$ cat config.mk
export PLATFORM = sky130hd
export DESIGN_NAME = weight_rom_stream_ctrl
export DESIGN_NICKNAME = d
export VERILOG_FILES = /design/src/rtl/weight_stream_pkg.sv /design/src/rtl/weight_stream_fifo.sv /design/src/rtl/weight_rom_stream_ctrl.sv
export SDC_FILE = /design/constraint.sdc
export NUM_CORES = 1
export LEC_CHECK = 0
export BUFFER_PORTS_ARGS = -buffer_cell sky130_fd_sc_hd__buf_2
export CORE_AREA = 3 3 208 210
export CTS_BUF_LIST = sky130_fd_sc_hd__clkbuf_8
export DETAILED_ROUTE_END_ITERATION = 6
export DIE_AREA = 0 0 211 213
export GPL_TIMING_DRIVEN = 0
export PLACE_DENSITY = 0.72
export REMOVE_ABC_BUFFERS = 1
export SLEW_MARGIN = 20
export SYNTH_ARGS = -nofsm -noshare
export SYNTH_HDL_FRONTEND = slang
export SYNTH_SLANG_ARGS = --single-unit
$ cat constraint.sdc
create_clock -name clk -period 4.8 [get_ports clk]
set_clock_uncertainty 0.15 [all_clocks]
set_input_delay 0.24 -clock clk [delete_from_list [all_inputs] [get_ports clk]]
set_output_delay 0.24 -clock clk [all_outputs]
set_load 0.01 [all_outputs]
$ cat src/rtl/weight_stream_pkg.sv
// Shared types and constants for the weight ROM streaming controller.
package weight_stream_pkg;

    typedef enum logic [1:0] {
        IDLE,
        RUN,
        DRAIN,
        DONE
    } stream_state_e;

    localparam int STALL_CNT_WIDTH = 32;

    // Width needed to hold an occupancy of 0..depth inclusive.
    function automatic int fifo_cnt_width(input int depth);
        return $clog2(depth + 1);
    endfunction

endpackage

$ cat src/rtl/weight_stream_fifo.sv
// First-word-fall-through synchronous FIFO with occupancy count.
// Push while full is accepted only together with a pop in the same cycle.
module weight_stream_fifo
    import weight_stream_pkg::*;
#(
    parameter int DATA_WIDTH = 128,
    parameter int FIFO_DEPTH = 4,
    parameter int CNT_WIDTH  = fifo_cnt_width(FIFO_DEPTH)
) (
    input  logic                  clk,
    input  logic                  rst,
    input  logic                  push,
    input  logic [DATA_WIDTH-1:0] wr_data,
    input  logic                  pop,
    output logic [DATA_WIDTH-1:0] rd_data,
    output logic                  empty,
    output logic [CNT_WIDTH-1:0]  count
);

    localparam int PTR_WIDTH = (FIFO_DEPTH > 1) ? $clog2(FIFO_DEPTH) : 1;

    logic [DATA_WIDTH-1:0] mem [FIFO_DEPTH];
    logic [PTR_WIDTH-1:0]  rd_ptr;
    logic [PTR_WIDTH-1:0]  wr_ptr;
    logic                  full;
    logic                  do_push;
    logic                  do_pop;

    function automatic logic [PTR_WIDTH-1:0] next_ptr(input logic [PTR_WIDTH-1:0] p);
        return (p == PTR_WIDTH'(FIFO_DEPTH - 1)) ? '0 : p + PTR_WIDTH'(1);
    endfunction

    assign empty   = (count == '0);
    assign full    = (count == CNT_WIDTH'(FIFO_DEPTH));
    assign do_pop  = pop && !empty;
    assign do_push = push && (!full || do_pop);
    assign rd_data = mem[rd_ptr];

    always_ff @(posedge clk or negedge rst) begin
        if (!rst) begin
            rd_ptr <= '0;
            wr_ptr <= '0;
            count  <= '0;
        end else begin
            if (do_push) begin
                wr_ptr <= next_ptr(wr_ptr);
            end
            if (do_pop) begin
                rd_ptr <= next_ptr(rd_ptr);
            end
            if (do_push && !do_pop) begin
                count <= count + CNT_WIDTH'(1);
            end else if (do_pop && !do_push) begin
                count <= count - CNT_WIDTH'(1);
            end
        end
    end

    // Storage is not reset; occupancy alone decides what is visible.
    always_ff @(posedge clk) begin
        if (do_push) begin
            mem[wr_ptr] <= wr_data;
        end
    end

endmodule

$ cat src/rtl/weight_rom_stream_ctrl.sv
// Streams DEPTH ROM words num_passes times onto a valid/ready port, with credit-based read issue.
// Optional backpressure counter enabled by macro WEIGHT_STREAM_STALL_CNT_EN.
module weight_rom_stream_ctrl
    import weight_stream_pkg::*;
#(
    parameter int DATA_WIDTH  = 128,
    parameter int DEPTH       = 576,
    parameter int ADDR_WIDTH  = $clog2(DEPTH) + 1,
    parameter int ROM_LATENCY = 2,
    parameter int PASS_WIDTH  = 8,
    parameter int FIFO_DEPTH  = ROM_LATENCY + 2
) (
    input  logic                       clk,
    input  logic                       rst,
    input  logic                       start,
    input  logic [PASS_WIDTH-1:0]      num_passes,
    output logic                       busy,
    output logic                       done,
    output logic [ADDR_WIDTH-1:0]      rom_addr,
    output logic                       rom_ce,
    input  logic [DATA_WIDTH-1:0]      rom_q,
    output logic [DATA_WIDTH-1:0]      data_out,
    output logic                       data_out_valid,
    input  logic                       data_out_ready,
    output logic [STALL_CNT_WIDTH-1:0] stall_cycles
);

    localparam int CNT_WIDTH  = fifo_cnt_width(FIFO_DEPTH);
    localparam int CRED_WIDTH = CNT_WIDTH + 1;

    stream_state_e          state;
    logic [PASS_WIDTH-1:0]  passes_q;
    logic [PASS_WIDTH-1:0]  pass_cnt;
    logic [ROM_LATENCY-1:0] inflight;
    logic [CRED_WIDTH-1:0]  inflight_cnt;
    logic [CNT_WIDTH-1:0]   fifo_count;
    logic                   fifo_empty;
    logic                   issue;
    logic                   pop;
    logic                   last_addr;
    logic                   last_pass;

    always_comb begin
        inflight_cnt = '0;
        for (int i = 0; i < ROM_LATENCY; i++) begin
            inflight_cnt = inflight_cnt + CRED_WIDTH'(inflight[i]);
        end
    end

    // Words already buffered plus words still in the ROM pipe must fit in the FIFO.
    assign issue = (state == RUN) &&
                   ((CRED_WIDTH'(fifo_count) + inflight_cnt) < CRED_WIDTH'(FIFO_DEPTH));

    assign last_addr      = (rom_addr == ADDR_WIDTH'(DEPTH - 1));
    assign last_pass      = (pass_cnt == passes_q - PASS_WIDTH'(1));
    assign data_out_valid = !fifo_empty;
    assign pop            = data_out_valid && data_out_ready;

    always_ff @(posedge clk or negedge rst) begin
        if (!rst) begin
            state    <= IDLE;
            passes_q <= '0;
            pass_cnt <= '0;
            rom_addr <= '0;
            busy     <= 1'b0;
            done     <= 1'b0;
            rom_ce   <= 1'b0;
        end else begin
            rom_ce <= 1'b1;
            done   <= 1'b0;
            case (state)
                IDLE: begin
                    if (start) begin
                        passes_q <= num_passes;
                        pass_cnt <= '0;
                        rom_addr <= '0;
                        if (num_passes == '0) begin
                            state <= DONE;
                            done  <= 1'b1;
                        end else begin
                            state <= RUN;
                            busy  <= 1'b1;
                        end
                    end
                end
                RUN: begin
                    if (issue) begin
                        if (last_addr) begin
                            rom_addr <= '0;
                            pass_cnt <= pass_cnt + PASS_WIDTH'(1);
                            if (last_pass) begin
                                state <= DRAIN;
                            end
                        end else begin
                            rom_addr <= rom_addr + ADDR_WIDTH'(1);
                        end
                    end
                end
                DRAIN: begin
                    if ((inflight == '0) && (fifo_count == '0)) begin
                        state <= DONE;
                        busy  <= 1'b0;
                        done  <= 1'b1;
                    end
                end
                DONE: begin
                    state <= IDLE;
                end
                default: begin
                    state <= IDLE;
                end
            endcase
        end
    end

    // Tail of this pipe lines up with the cycle rom_q carries the issued word.
    always_ff @(posedge clk or negedge rst) begin
        if (!rst) begin
            inflight <= '0;
        end else begin
            inflight[0] <= issue;
            for (int i = 1; i < ROM_LATENCY; i++) begin
                inflight[i] <= inflight[i-1];
            end
        end
    end

    weight_stream_fifo #(
        .DATA_WIDTH (DATA_WIDTH),
        .FIFO_DEPTH (FIFO_DEPTH),
        .CNT_WIDTH  (CNT_WIDTH)
    ) u_fifo (
        .clk     (clk),
        .rst     (rst),
        .push    (inflight[ROM_LATENCY-1]),
        .wr_data (rom_q),
        .pop     (pop),
        .rd_data (data_out),
        .empty   (fifo_empty),
        .count   (fifo_count)
    );

`ifdef WEIGHT_STREAM_STALL_CNT_EN
    logic [STALL_CNT_WIDTH-1:0] stall_q;

    always_ff @(posedge clk or negedge rst) begin
        if (!rst) begin
            stall_q <= '0;
        end else if ((state == IDLE) && start) begin
            stall_q <= '0;
        end else if (data_out_valid && !data_out_ready && (stall_q != '1)) begin
            stall_q <= stall_q + STALL_CNT_WIDTH'(1);
        end
    end

    assign stall_cycles = stall_q;
`else
    assign stall_cycles = '0;
`endif

endmodule

==> results summary, run 1 <==
The critical path depth in cells is 4. The total instance count after detailed placement came out at roughly 1800. The core footprint is between 40000 and 50000 um2. The number of max-cap violations came out at 0. The count of clock tree sinks is 553.

The most used cell along the critical path is sky130_fd_sc_hd__buf_16. The data required time of the worst path is 4.41 ns. The category of the worst setup path launch point is a flop. The final layout contains routed wiring with a total length of 42900 um. Counting flops with an async set or reset pin after synthesis yields a share of 0.0741. The critical path buffer and inverter count came out at 3. The run finished with clean final reports. Entering global routing, the biggest net connects 46 pins. Measured along the y axis, the die boundary spans roughly 210 um. The total CTS buffers came out at roughly 90. The register bit total from synthesis is around 550.

Setup violations remaining at the end of the flow were counted as 0. The critical path in this run is classified as flop to output pin. The layout overhead on the synthesized area came out at 25.4%.

The leakage power total is between 9 and 10 nW. The share of the clock period used by the worst path came out at 0.639. The site row count came out at 75. In this run the count of I/O pins placed on the die edge is roughly 320. Among all stages on the critical path, the largest delay is contributed by sky130_fd_sc_hd__dfrtp_4. The number of global-route vias before repair came out at roughly 12000. The count of routing violations after the opening detailed-route iteration is 730.

The number of post-CTS setup repair buffers came out at 0. In this run the register-to-register setup slack is 1.81 ns. The area taken by multi-input logic gates came out at 4320 um2. For this run, the top clock speed supported by timing is roughly 330 MHz.

The slew at the pin closest to its max-slew limit is slightly above 1 ns. The number of nets at the end of the flow is ~1600. The gate count after technology mapping came out at 946. After detailed routing, the number of vias per cell comes to 5.25.

The number of filler cells placed in the layout came out at between 2000 and 3000. The mapped netlist covers about 21000 um2. The remaining antenna violation count after routing is 0. The data arrival time of the critical path is 2.68 ns. The clock latency of the later-clocked register in the worst-skew pair is 0.62 ns. The die outline width came out at 211 um. The final hold violation count is 0.

Traced cell by cell, the critical path runs through buf_16 > buf_16 > mux4_2 > buf_2. The worst relative slew slack is 0.327. The sequential cell area in the final layout is around 16000 um2. The kind of cell with the highest combined delay along the critical path is buffers and inverters. The root buffer cell chosen for the clock tree is sky130_fd_sc_hd__clkbuf_8. The delay of the slowest cell on the worst path came out at about 0.68 ns. Leaving out fill and tap cells, the most frequent cells in the layout are sky130_fd_sc_hd__edfxtp_1 (512), sky130_fd_sc_hd__buf_2 (282), sky130_fd_sc_hd__dlygate4sd3_1 (139). The count of final max-slew check failures came out at 0. The top fanout value on the critical path came out at 34. The worst ir drop on vdd came out at around 0.34 mV.

The effective utilization at floorplan is 0.503. The register clock-pin slew on the reported worst setup and hold paths is 0.06 ns. The worst-case reg-to-reg path depth came out at 8. The worst register-to-register path ends at rom_addr[10].

The predominant post-synthesis flop cell is sky130_fd_sc_hd__edfxtp_1. For this run, the register share of the synthesized area comes to 0.780. The first global-routing pass estimated 66600 um of wire. The die covers roughly 45000 um2. Across all layers, the routed design uses 10804 vias. The fraction of layout cells with a size suffix above 1 came out at 0.372.

The worst setup path is captured at an output pin. In this run, distinct cell masters in the synthesized netlist total 50. Setup repair after global routing left no endpoint under its margin. The classification of the worst-slack hold path is primary input to asynchronous set/reset pin. The worst-case clock buffer depth came out at 3. For this run, the number of Yosys warnings is 0. The clock tree from TritonCTS is yes. The mean instance size in the synthesized netlist is about 22 um2. The antenna cell count came out at 0.

The final critical delay including setup and external delays is 3.07 ns. The number of port buffers came out at approximately 280. The post-route setup TNS is 0 ns. The number of antenna violations at the first check in global routing came to 0.

The total number of H-tree levels is 3. The all-layer global routing usage came out at 0.194. The pre-antenna-repair detailed-routing pass consisted of 5 iterations. The power density normalized to cell area came out at roughly 540 nW/um2. The startpoint identified for the worst register-to-register timing path is state[1]. The number of enable flip-flop cells after synthesis came out at 512.

The sum of overflow across all layers after global routing came out at 0. The placed wire-length estimate came out at approximately 25000 um. The post-detailed-route wirelength per cell is approximately 21 um. The non-filler instance count after layout came out at roughly 2000. The weighted congestion at the end of routability-driven global placement came out at roughly 0.75. The post-detailed-route DRC marker count is 0. Hold is met by 0.178 ns. Leaving out fill and tap cells, the most frequent cell in the layout is sky130_fd_sc_hd__edfxtp_1.
per-stage QoR:
stage,power [W],instance area [um2],util,worst slack (ns)
2_1_floorplan,0.00916,20800,-,-1.27
3_3_place_gp,0.0105,22800,0.547,-3.79
3_5_place_dp,0.0106,23300,0.559,1.90
4_1_cts,0.0144,26400,0.631,1.60
5_1_grt,0.0150,26400,0.631,1.53
6_report,0.0142,26400,0.631,1.73
power by group:
part	internal [W]	leakage [nW]	switching, W
clock network	0.00190	0.974	0.00175
logic	0.00205	3.36	0.00226
registers	0.00594	5.15	0.000287
metal layers:
layer / routed length, um / track usage / share of wire
met2: 21700 / 0.323 / 0.51
met1: 17500 / 0.250 / 0.41
met4: 1210 / 0.0746 / 0.028
met3: 2530 / 0.0494 / 0.059
met5: 0 / 0 / 0
worst reg2reg max path: cells and delay by family, from the launching register on:
family	cells	cell delay, ns
compound gates	2	0.96
xor+xnor	1	0.16
fa+ha+maj	1	0.41
buf+inv	2	0.29
flops	1	0.42
simple gates	2	0.45
cell usage after synthesis (all sizes together), types with 2 or more instances:
cell type	instances	area share
edfxtp	512	0.73
mux4	128	0.14
buf	45	0.014
dfrtp	41	0.049
nor2	27	0.0048
clkbuf	20	0.0036
nand2	16	0.0029
xor2	16	0.0067
inv	14	0.0025
ha	13	0.0077
mux2	12	0.0064
nand3	12	0.0031
o21ai	11	0.0026
nand4	9	0.0027
xnor2	9	0.0038
and2	8	0.0024
nor3	5	0.0012
a21oi	4	0.00095
a21o	3	0.0011
and3	3	0.00089
nand2b	3	0.00089
nand4b	3	0.0013
nor4	3	0.00089
or3	3	0.00089
a21boi	2	0.00071
conb	2	0.00036
nand3b	2	0.00071
o221ai	2	0.0011
o31ai	2	0.00071
or4	2	0.0011
area by class of cell:
cell class,count,share of cell area
tap,539,0.0256
timing repair buffer,440,0.124
sequential,553,0.622
clock buffer,96,0.0501
clock inverter,70,0.0125
multi-input combinational,345,0.164
inverter,14,0.00199
sequential cells by signal, indices dropped and copies added (netlist names), 2 cells and up:
register and flops:
state 2, inflight 2, u_fifo.rd_ptr 2, u_fifo.wr_ptr 2
rom_addr 11, u_fifo.count 3, u_fifo.mem 512, passes_q 8
pass_cnt 8
what timing repair did:
item	in CTS	in global routing
resized for setup	0	0
hold endpoints to repair	566	0
setup endpoints to repair	0	0
hold buffers	139	0
cell families after synthesis:
logic type,after synthesis,synth area share
AOI/OAI and AO/OA,32,0.0109
DFF,553,0.780
buffers and inverters,79,0.0204
and+or+nand+nor,101,0.0254
muxes,140,0.144
other,2,0.000357
adders and majority gates,14,0.00869
xor gates and xnor gates,25,0.0104
how the worst max path moves through the flow:
stage / slack, ns / endpoint / startpoint
floorplan: -1.27 / u_fifo.rd_ptr[1] / u_fifo.rd_ptr[0]
global placement: -3.79 / data_out[21] / u_fifo.rd_ptr[0]
detailed placement: 1.90 / rom_addr[10] / state[1]
CTS: 1.60 / data_out[21] / u_fifo.rd_ptr[0]
global route: 1.53 / data_out[21] / u_fifo.rd_ptr[0]
finish: 1.73 / data_out[55] / u_fifo.rd_ptr[0]
Note: power is estimated with default switching activity, not from simulation.
==> inputs of run 2 (changes only) <==
--- a/config.mk
+++ b/config.mk
@@ -11,7 +11,7 @@
 export DETAILED_ROUTE_END_ITERATION = 6
 export DIE_AREA = 0 0 211 213
 export GPL_TIMING_DRIVEN = 0
-export PLACE_DENSITY = 0.72
+export PLACE_DENSITY = 0.75
 export REMOVE_ABC_BUFFERS = 1
 export SLEW_MARGIN = 20
 export SYNTH_ARGS = -nofsm -noshare
==> constraint.sdc (replaced) <==
create_clock -name clk -period 2.5 [get_ports clk]
set_clock_uncertainty 0.15 [all_clocks]
set_input_delay 0.125 -clock clk [delete_from_list [all_inputs] [get_ports clk]]
set_output_delay 0.125 -clock clk [all_outputs]
set_load 0.01 [all_outputs]
==> run 2 against run 1 <==
Net effect:
- via count up 2.7%
- non-clock buffer count up 34
- sequential share of layout area down 1.5 points
- highest routed layer unchanged
- worst setup slack worse by 1.7 ns
- die area unchanged
- combinational power up 130%
- wire length up 6.3%
- critical endpoint is now data_out[78]
- worst hold slack worse by 0.12 ns
- flip-flop and latch count unchanged
- count of clock-buffer cells in the layout up 1
- clock power up 89%
==> results summary, run 2 (same netlist as run 1, synthesis figures left out) <==
The run finished with clean final reports. The final hold violation count is 0 (unchanged). The library cell used most frequently in the layout, excluding fill and tap cells, is sky130_fd_sc_hd__edfxtp_1.

The most used cell along the critical path is sky130_fd_sc_hd__buf_16. The post-detailed-route DRC marker count came out at 0 (unchanged). The total number of H-tree levels is 3 (unchanged). The count of routing violations after the opening detailed-route iteration is 692 (-5.2%).

The total CTS buffers came out at 90 (+1.1%). The post-detailed-route wirelength per cell was 21.9 um (+4.9%). The worst-case clock buffer depth is 3 (unchanged).

The via count came out at 11097 (+2.7%). The total wire length after detailed routing was 45600 um (+6.3%). The internal power is 0.0199 W (+100%). The worst setup path is launched from a flop.

The final critical delay including setup and external delays is between 2 and 2.5 ns. The number of antenna violations at the first check in global routing is 1 (+1). The kind of cell with the highest combined delay along the critical path is buffers and inverters.

The final-report setup violation count is 0 (unchanged). Timing would allow up to 406 MHz. The placed wire-length estimate came to 26100 um (+2.4%). Setup repair after global routing could not meet its margin everywhere. The core footprint came out at 41800 um2 (unchanged).

The count of final max-slew check failures came to 0 (unchanged). The net switching fraction of the power came out at 0.304 (+0.00125). The remaining antenna violation count after routing is 0 (unchanged).

The weighted congestion at the end of routability-driven global placement came to 0.763 (+1.2%). The area taken by multi-input logic gates came to 4400 um2 (+1.8%). The data required time of the worst path is 2.23 ns (-2.18 ns). The part of the total power dissipated in the clock network was 0.242 (-0.016). The non-filler instance count after layout is 2085 (+1.4%). The number of nets at the end of the flow is 1634 (+2.3%). The total instance count after detailed placement is 1752 (unchanged). In this run the clock root is driven by a sky130_fd_sc_hd__clkbuf_8. The area of all placed cells without fillers is 27000 um2 (+2.5%).

The capturing element type of the critical path is an output pin. The post-layout total power is 0.0286 W (+100%). The critical path is of the flop to output pin type. The number of flip-flops under the largest register name came to 512 (unchanged). The net switching component of the power came to 0.00870 W (+100%). The sequential cell area in the final layout is 16400 um2 (about the same). The data arrival time of the critical path was 2.19 ns (-0.49 ns). The effective utilization at floorplan is 0.503 (unchanged). The top fanout value on the critical path came out at 13 (-62%). The worst ir drop on vdd came out at 0.741 mV (+120%). The count of clock tree sinks is 553 (unchanged). The number of port buffers came to 282 (unchanged). The slew at the pin closest to its max-slew limit is 0.995 ns (-0.0144 ns).

The detail-routed via count per cell is 5.32 (+1.3%). The tightest min-delay check is of the primary input to asynchronous set/reset pin type. The worst relative slew slack came out at 0.337 (+0.00961).

The number of global-route vias before repair is 11890 (+0.92%). The placed cell area came out at 23300 um2 (about the same). The largest net degree at the start of global routing is 47 (+2.2%). The fraction of power consumed by combinational cells came out at 0.344 (+0.040). The sum of overflow across all layers after global routing is 0 (unchanged). Among all stages on the critical path, the largest delay is contributed by sky130_fd_sc_hd__dfrtp_4. The fraction of layout cells with a size suffix above 1 came out at 0.389 (+0.0171). The part of the total power dissipated in sequential elements came out at 0.415 (-0.024). The critical path buffer and inverter count came out at 4 (+1). The register clock-pin slew on the reported worst setup and hold paths is 0.07 ns (about the same).

The delay of the slowest cell on the worst path was 0.50 ns (-0.18 ns). The share of the clock period used by the worst path came out at 0.986. The core occupancy in the finished layout is 0.647 (+0.0157).

The top cell types in the final layout, fill and taps aside, are sky130_fd_sc_hd__edfxtp_1 (512), sky130_fd_sc_hd__buf_2 (252), sky130_fd_sc_hd__dlygate4sd3_1 (147). The global-route wire length before repair came out at 69000 um (+3.7%). The layout overhead on the synthesized area came out at 28.6%. The number of max-cap violations is 0 (unchanged).

The power density normalized to cell area was 1060 nW/um2 (+97%). Ranked by flip-flop count, first place goes to u_fifo.mem. The die outline width is 211 um (unchanged). In the final layout, the registers with the most flip-flops are u_fifo.mem: 512 flops, rom_addr: 11 flops. The number of I/O pins is 315 (unchanged). The number of detailed-routing iterations run before antenna repair was 4 (-1).

The clock tree from TritonCTS is yes. The clock latency of the later-clocked register in the worst-skew pair is 0.63 ns (about the same). The all-layer global routing usage is 0.204 (+0.0102).

The height of the chip was 213 um (unchanged). The overall die area is 44900 um2 (unchanged). The leakage power total came out at 9.74 nW (+2.8%).

The signal on the critical path passes through buf_12 > buf_16 > buf_16 > mux4_2 > buf_2. The number of filler cells placed in the layout is 2736 (-3.8%). The site row count is 75 (unchanged).
run 2: power groups by stage:
stage          Combinational, W  Sequential, W  Clock [W]
2_1_floorplan           0.00399         0.0125          0
3_3_place_gp            0.00490         0.0127          0
3_5_place_dp            0.00803         0.0123          0
5_1_grt                  0.0106         0.0119    0.00760
6_report                0.00983         0.0119    0.00691
4_1_cts                 0.00992         0.0118    0.00712
run 2: final cells by class:
| cell class | instances | share of cell area |
|---|---|---|
| flip-flops and latches | 553 | 0.607 |
| inverters | 14 | 0.00194 |
| repair buffers | 474 | 0.144 |
| multi-input cells | 347 | 0.163 |
| well taps | 539 | 0.0250 |
| clock inverters | 59 | 0.00944 |
| clock buffers | 97 | 0.0494 |
| diodes | 2 | 0.000185 |
run 2: final timing paths:
path                                   from           endpoint  slack, ns  cells past startpoint
setup / recovery           u_fifo.rd_ptr[0]       data_out[78]       0.04                      5
hold / removal                          rst        passes_q[2]       0.06                      2
setup reg to reg                passes_q[2]           state[1]       0.13                      6
hold reg to reg                 inflight[0]        inflight[1]       0.27                      0
max in group asynchronous               rst   u_fifo.rd_ptr[0]       1.40                      2
min in group clk                  rom_q[63]  u_fifo.mem[1][63]       0.08                      2
run 2: metrics by stage:
step	hold WS, ns	TNS, ns	setup slack [ns]
2_1_floorplan	-0.321	-1393.86	-3.57
3_3_place_gp	0.181	-3036.25	-6.06
3_5_place_dp	0.192	-5.26	-0.368
4_1_cts	0.0184	-2.45	-0.0619
5_1_grt	0.0602	-1.30	-0.0525
6_report	0.0608	0	0.0361
run 2: what timing repair did:
action	in CTS	in global routing
hold buffers	147	0
buffers inserted	22	3
endpoints found under the hold margin	577	0
pin swaps	1	2
cloned	6	1
setup endpoints to repair	179	225
gates resized for setup	47	21
run 2: layer usage:
layer  share of wire  track usage  vias up
met5               0            0        -
met4           0.025       0.0741        0
met3           0.074       0.0570       81
met2            0.50        0.331      424
li1                -            -     4924
met1            0.40        0.270     5668
==> inputs of run 3 (changes only) <==
--- a/config.mk
+++ b/config.mk
@@ -6,12 +6,11 @@
 export NUM_CORES = 1
 export LEC_CHECK = 0
 export BUFFER_PORTS_ARGS = -buffer_cell sky130_fd_sc_hd__buf_2
-export CORE_AREA = 3 3 208 210
+export CORE_AREA = 3 3 294 296
 export CTS_BUF_LIST = sky130_fd_sc_hd__clkbuf_8
 export DETAILED_ROUTE_END_ITERATION = 6
-export DIE_AREA = 0 0 211 213
+export DIE_AREA = 0 0 297 299
 export GPL_TIMING_DRIVEN = 0
-export PLACE_DENSITY = 0.75
 export REMOVE_ABC_BUFFERS = 1
 export SLEW_MARGIN = 20
 export SYNTH_ARGS = -nofsm -noshare
==> run 3 against run 2 <==
Net effect:
- the flow now finishes with violations (setup timing)
- worst setup slack got worse by 0.076 ns
- critical path type unchanged
- worst hold slack gained 0.043 ns
- critical path depth decreased by 1
==> results summary, run 3 (same netlist as run 1, synthesis figures left out) <==
The weighted congestion at the end of routability-driven global placement was 0.739 (-3.1%). The die outline width came out at 297 um (+41%). The leakage power total is 10.5 nW (+7.7%). The register clock-pin slew on the reported worst setup and hold paths came out at 0.06 ns (about the same). The site row count came out at 106 (+41%). The non-filler instance count after layout is 2820 (+35%). The number of I/O pins is 315 (unchanged). The placed cell area is 24100 um2 (+3.3%).

The total wire length after detailed routing is 52700 um (+16%). The total instance count after detailed placement came to 2347 (+34%). The worst relative slew slack came out at 0.597 (+0.260). The number of antenna violations at the first check in global routing came out at 3 (+2). The number of port buffers came to 282 (unchanged). The all-layer global routing usage came out at 0.119 (-0.0853). The sum of overflow across all layers after global routing came out at 0 (unchanged). The number of max-cap violations came out at 0 (unchanged). The final critical delay including setup and external delays came out at 2.54 ns (+0.0755 ns).

The detail-routed via count per cell is 4.18 (-21%). The post-route setup TNS came to -0.251 ns (-0.251 ns). The critical path buffer and inverter count is 3 (-1).

The count of routing violations after the opening detailed-route iteration is 652 (-5.8%). The overall die area is 88800 um2 (+98%). The critical path goes through buf_16 > buf_16 > mux4_2 > buf_6. The number of filler cells placed in the layout was 7840 (+190%). The cell family contributing the most delay on the critical path is multiplexers.

The total number of H-tree levels is 3 (unchanged). The final setup slack of the worst path is -0.0395 ns (-0.0755 ns). The effective utilization at floorplan was 0.251 (-0.253). The number of flip-flops under the largest register name came out at 512 (unchanged). The classification of the worst-slack hold path is primary input to flop.

The post-detailed-route wirelength per cell is 18.7 um (-15%). Compared with the post-synthesis result, the final layout area differs by 41.1%. The run finished, with violations left. The height of the chip is 299 um (+40%). The checks that failed: setup timing. The count of final max-slew check failures is 0 (unchanged). The final hold violation count came out at 0 (unchanged).

The remaining antenna violation count after routing came out at 0 (unchanged). The delay of the slowest cell on the worst path came out at 0.56 ns (+0.06 ns). The worst-case clock buffer depth was 3 (unchanged). The area of all placed cells without fillers came out at 29700 um2 (+9.8%).

The capturing element type of the critical path is an output pin. The critical path in this run is classified as flop to output pin. Among the stages of the critical path, the cell type that occurs most often is sky130_fd_sc_hd__buf_16. The data arrival time of the critical path is 2.26 ns (+0.07 ns).

The total CTS buffers is 94 (+4.4%). The final-report setup violation count came out at 19 (+19). The post-detailed-route DRC marker count was 0 (unchanged). The worst ir drop on vdd was 0.621 mV (-16%). The number of nets at the end of the flow came out at 1766 (+8.1%). The final-layout worst hold slack came out at 0.103 ns (+0.0425 ns).

The clock latency of the later-clocked register in the worst-skew pair was 0.68 ns (+0.05 ns). Setup repair after global routing could not meet its margin everywhere. The number of detailed-routing iterations run before antenna repair came out at 4 (unchanged). The share of the clock period used by the worst path is 1.02 (+0.0302).

The data required time of the worst path came out at 2.23 ns (about the same). The power density normalized to cell area is 1040 nW/um2 (-2.1%). The number of global-route vias before repair came out at 13113 (+10%).

The core footprint came out at 83800 um2 (+100%). The clock tree from TritonCTS is yes. The most common library cell in the layout ignoring fill and taps is sky130_fd_sc_hd__edfxtp_1. The slew at the pin closest to its max-slew limit was 0.605 ns (-0.390 ns). The library cells used most frequently in the layout, excluding fill and tap cells, are sky130_fd_sc_hd__edfxtp_1 (512), sky130_fd_sc_hd__dlygate4sd3_1 (273), sky130_fd_sc_hd__buf_2 (214).

The core occupancy in the finished layout came out at 0.354 (-0.293). The count of clock tree sinks came out at 553 (unchanged). STA classifies the critical path startpoint as a flop. The placed wire-length estimate is 29700 um (+14%). In the final layout, the registers with the most flip-flops are u_fifo.mem: 512 flops, rom_addr: 11 flops. The top fanout value on the critical path is 14 (+1). Among all stages on the critical path, the largest delay is contributed by sky130_fd_sc_hd__mux4_2. The largest net degree at the start of global routing is 43 (-8.5%). The global-route wire length before repair is 80300 um (+16%). The maximum clock rate came out at 394 MHz (-3.0%). The tree is rooted in a sky130_fd_sc_hd__clkbuf_8. The via count is 11785 (+6.2%). Counting flops per register, the top entry is u_fifo.mem.

The fraction of layout cells with a size suffix above 1 came out at 0.366 (-0.0222).
run 3: cell types whose count changed in the layout (fill, tap and decap cells not counted), moves of 2 or more:
cell	change
sky130_fd_sc_hd__ha_4	+2
sky130_fd_sc_hd__clkinv_1	+10
sky130_fd_sc_hd__buf_2	-38
sky130_fd_sc_hd__ha_2	-2
sky130_fd_sc_hd__bufinv_16	+5
sky130_fd_sc_hd__buf_16	+4
sky130_fd_sc_hd__dlygate4sd3_1	+126
sky130_fd_sc_hd__bufbuf_16	+3
sky130_fd_sc_hd__clkinv_2	+9
sky130_fd_sc_hd__buf_6	+37
sky130_fd_sc_hd__inv_1	-12
sky130_fd_sc_hd__buf_4	-4
run 3: final cells by class:
class,instances,area (um2),share of cell area
flip-flops and latches,553,16400,0.553
repair buffers,603,5580,0.188
multi-input cells,346,4410,0.149
well taps,1134,1420,0.0478
clock buffers,96,1320,0.0445
clock inverters,72,465,0.0157
inverters,14,52.6,0.00177
diodes,2,5.00,0.000169
run 3: metal layers:
metal  wire length [um]  GRT usage  part of all wire  up-vias
li1                   -          -                 -     5199
met1              21100      0.144              0.40     6137
met2              26800      0.203              0.51      362
met3               3810     0.0400             0.072       85
met4                980     0.0328             0.019        2
met5                 12          0           0.00023        -
run 3: timing repair:
| item | in CTS | in global routing |
|---|---|---|
| hold buffers | 274 | 0 |
| setup buffers | 22 | 1 |
| gates resized for setup | 100 | 31 |
| pin swaps | 2 | 0 |
| endpoints found under the hold margin | 579 | 0 |
| endpoints found under the setup margin | 204 | 142 |
| cloned | 15 | 0 |
run 3: per-stage QoR:
stage	worst slack [ns]	power, W
2_1_floorplan	-3.57	0.0165
3_3_place_gp	-6.48	0.0175
3_5_place_dp	-0.455	0.0206
4_1_cts	-0.204	0.0314
5_1_grt	-0.201	0.0324
6_report	-0.0395	0.0307
run 3: power breakdown:
part	switching [W]	leakage, nW	internal (W)
Sequential	0.000471	5.15	0.0114
Combinational	0.00531	4.35	0.00580
Clock	0.00363	1.00	0.00410
run 3: final timing paths:
check                           slack [ns]                end              from  depth (start not counted)
worst max-delay path                 -0.04      data_out[126]  u_fifo.rd_ptr[0]                          4
worst min-delay path                  0.10  u_fifo.mem[2][18]         rom_q[18]                          2
worst max register to register        0.11           state[1]       passes_q[0]                          6
worst min register to register        0.29        inflight[1]       inflight[0]                          0
max in group asynchronous             1.59   u_fifo.rd_ptr[0]               rst                          4
min in group asynchronous             0.37             rom_ce               rst                          4
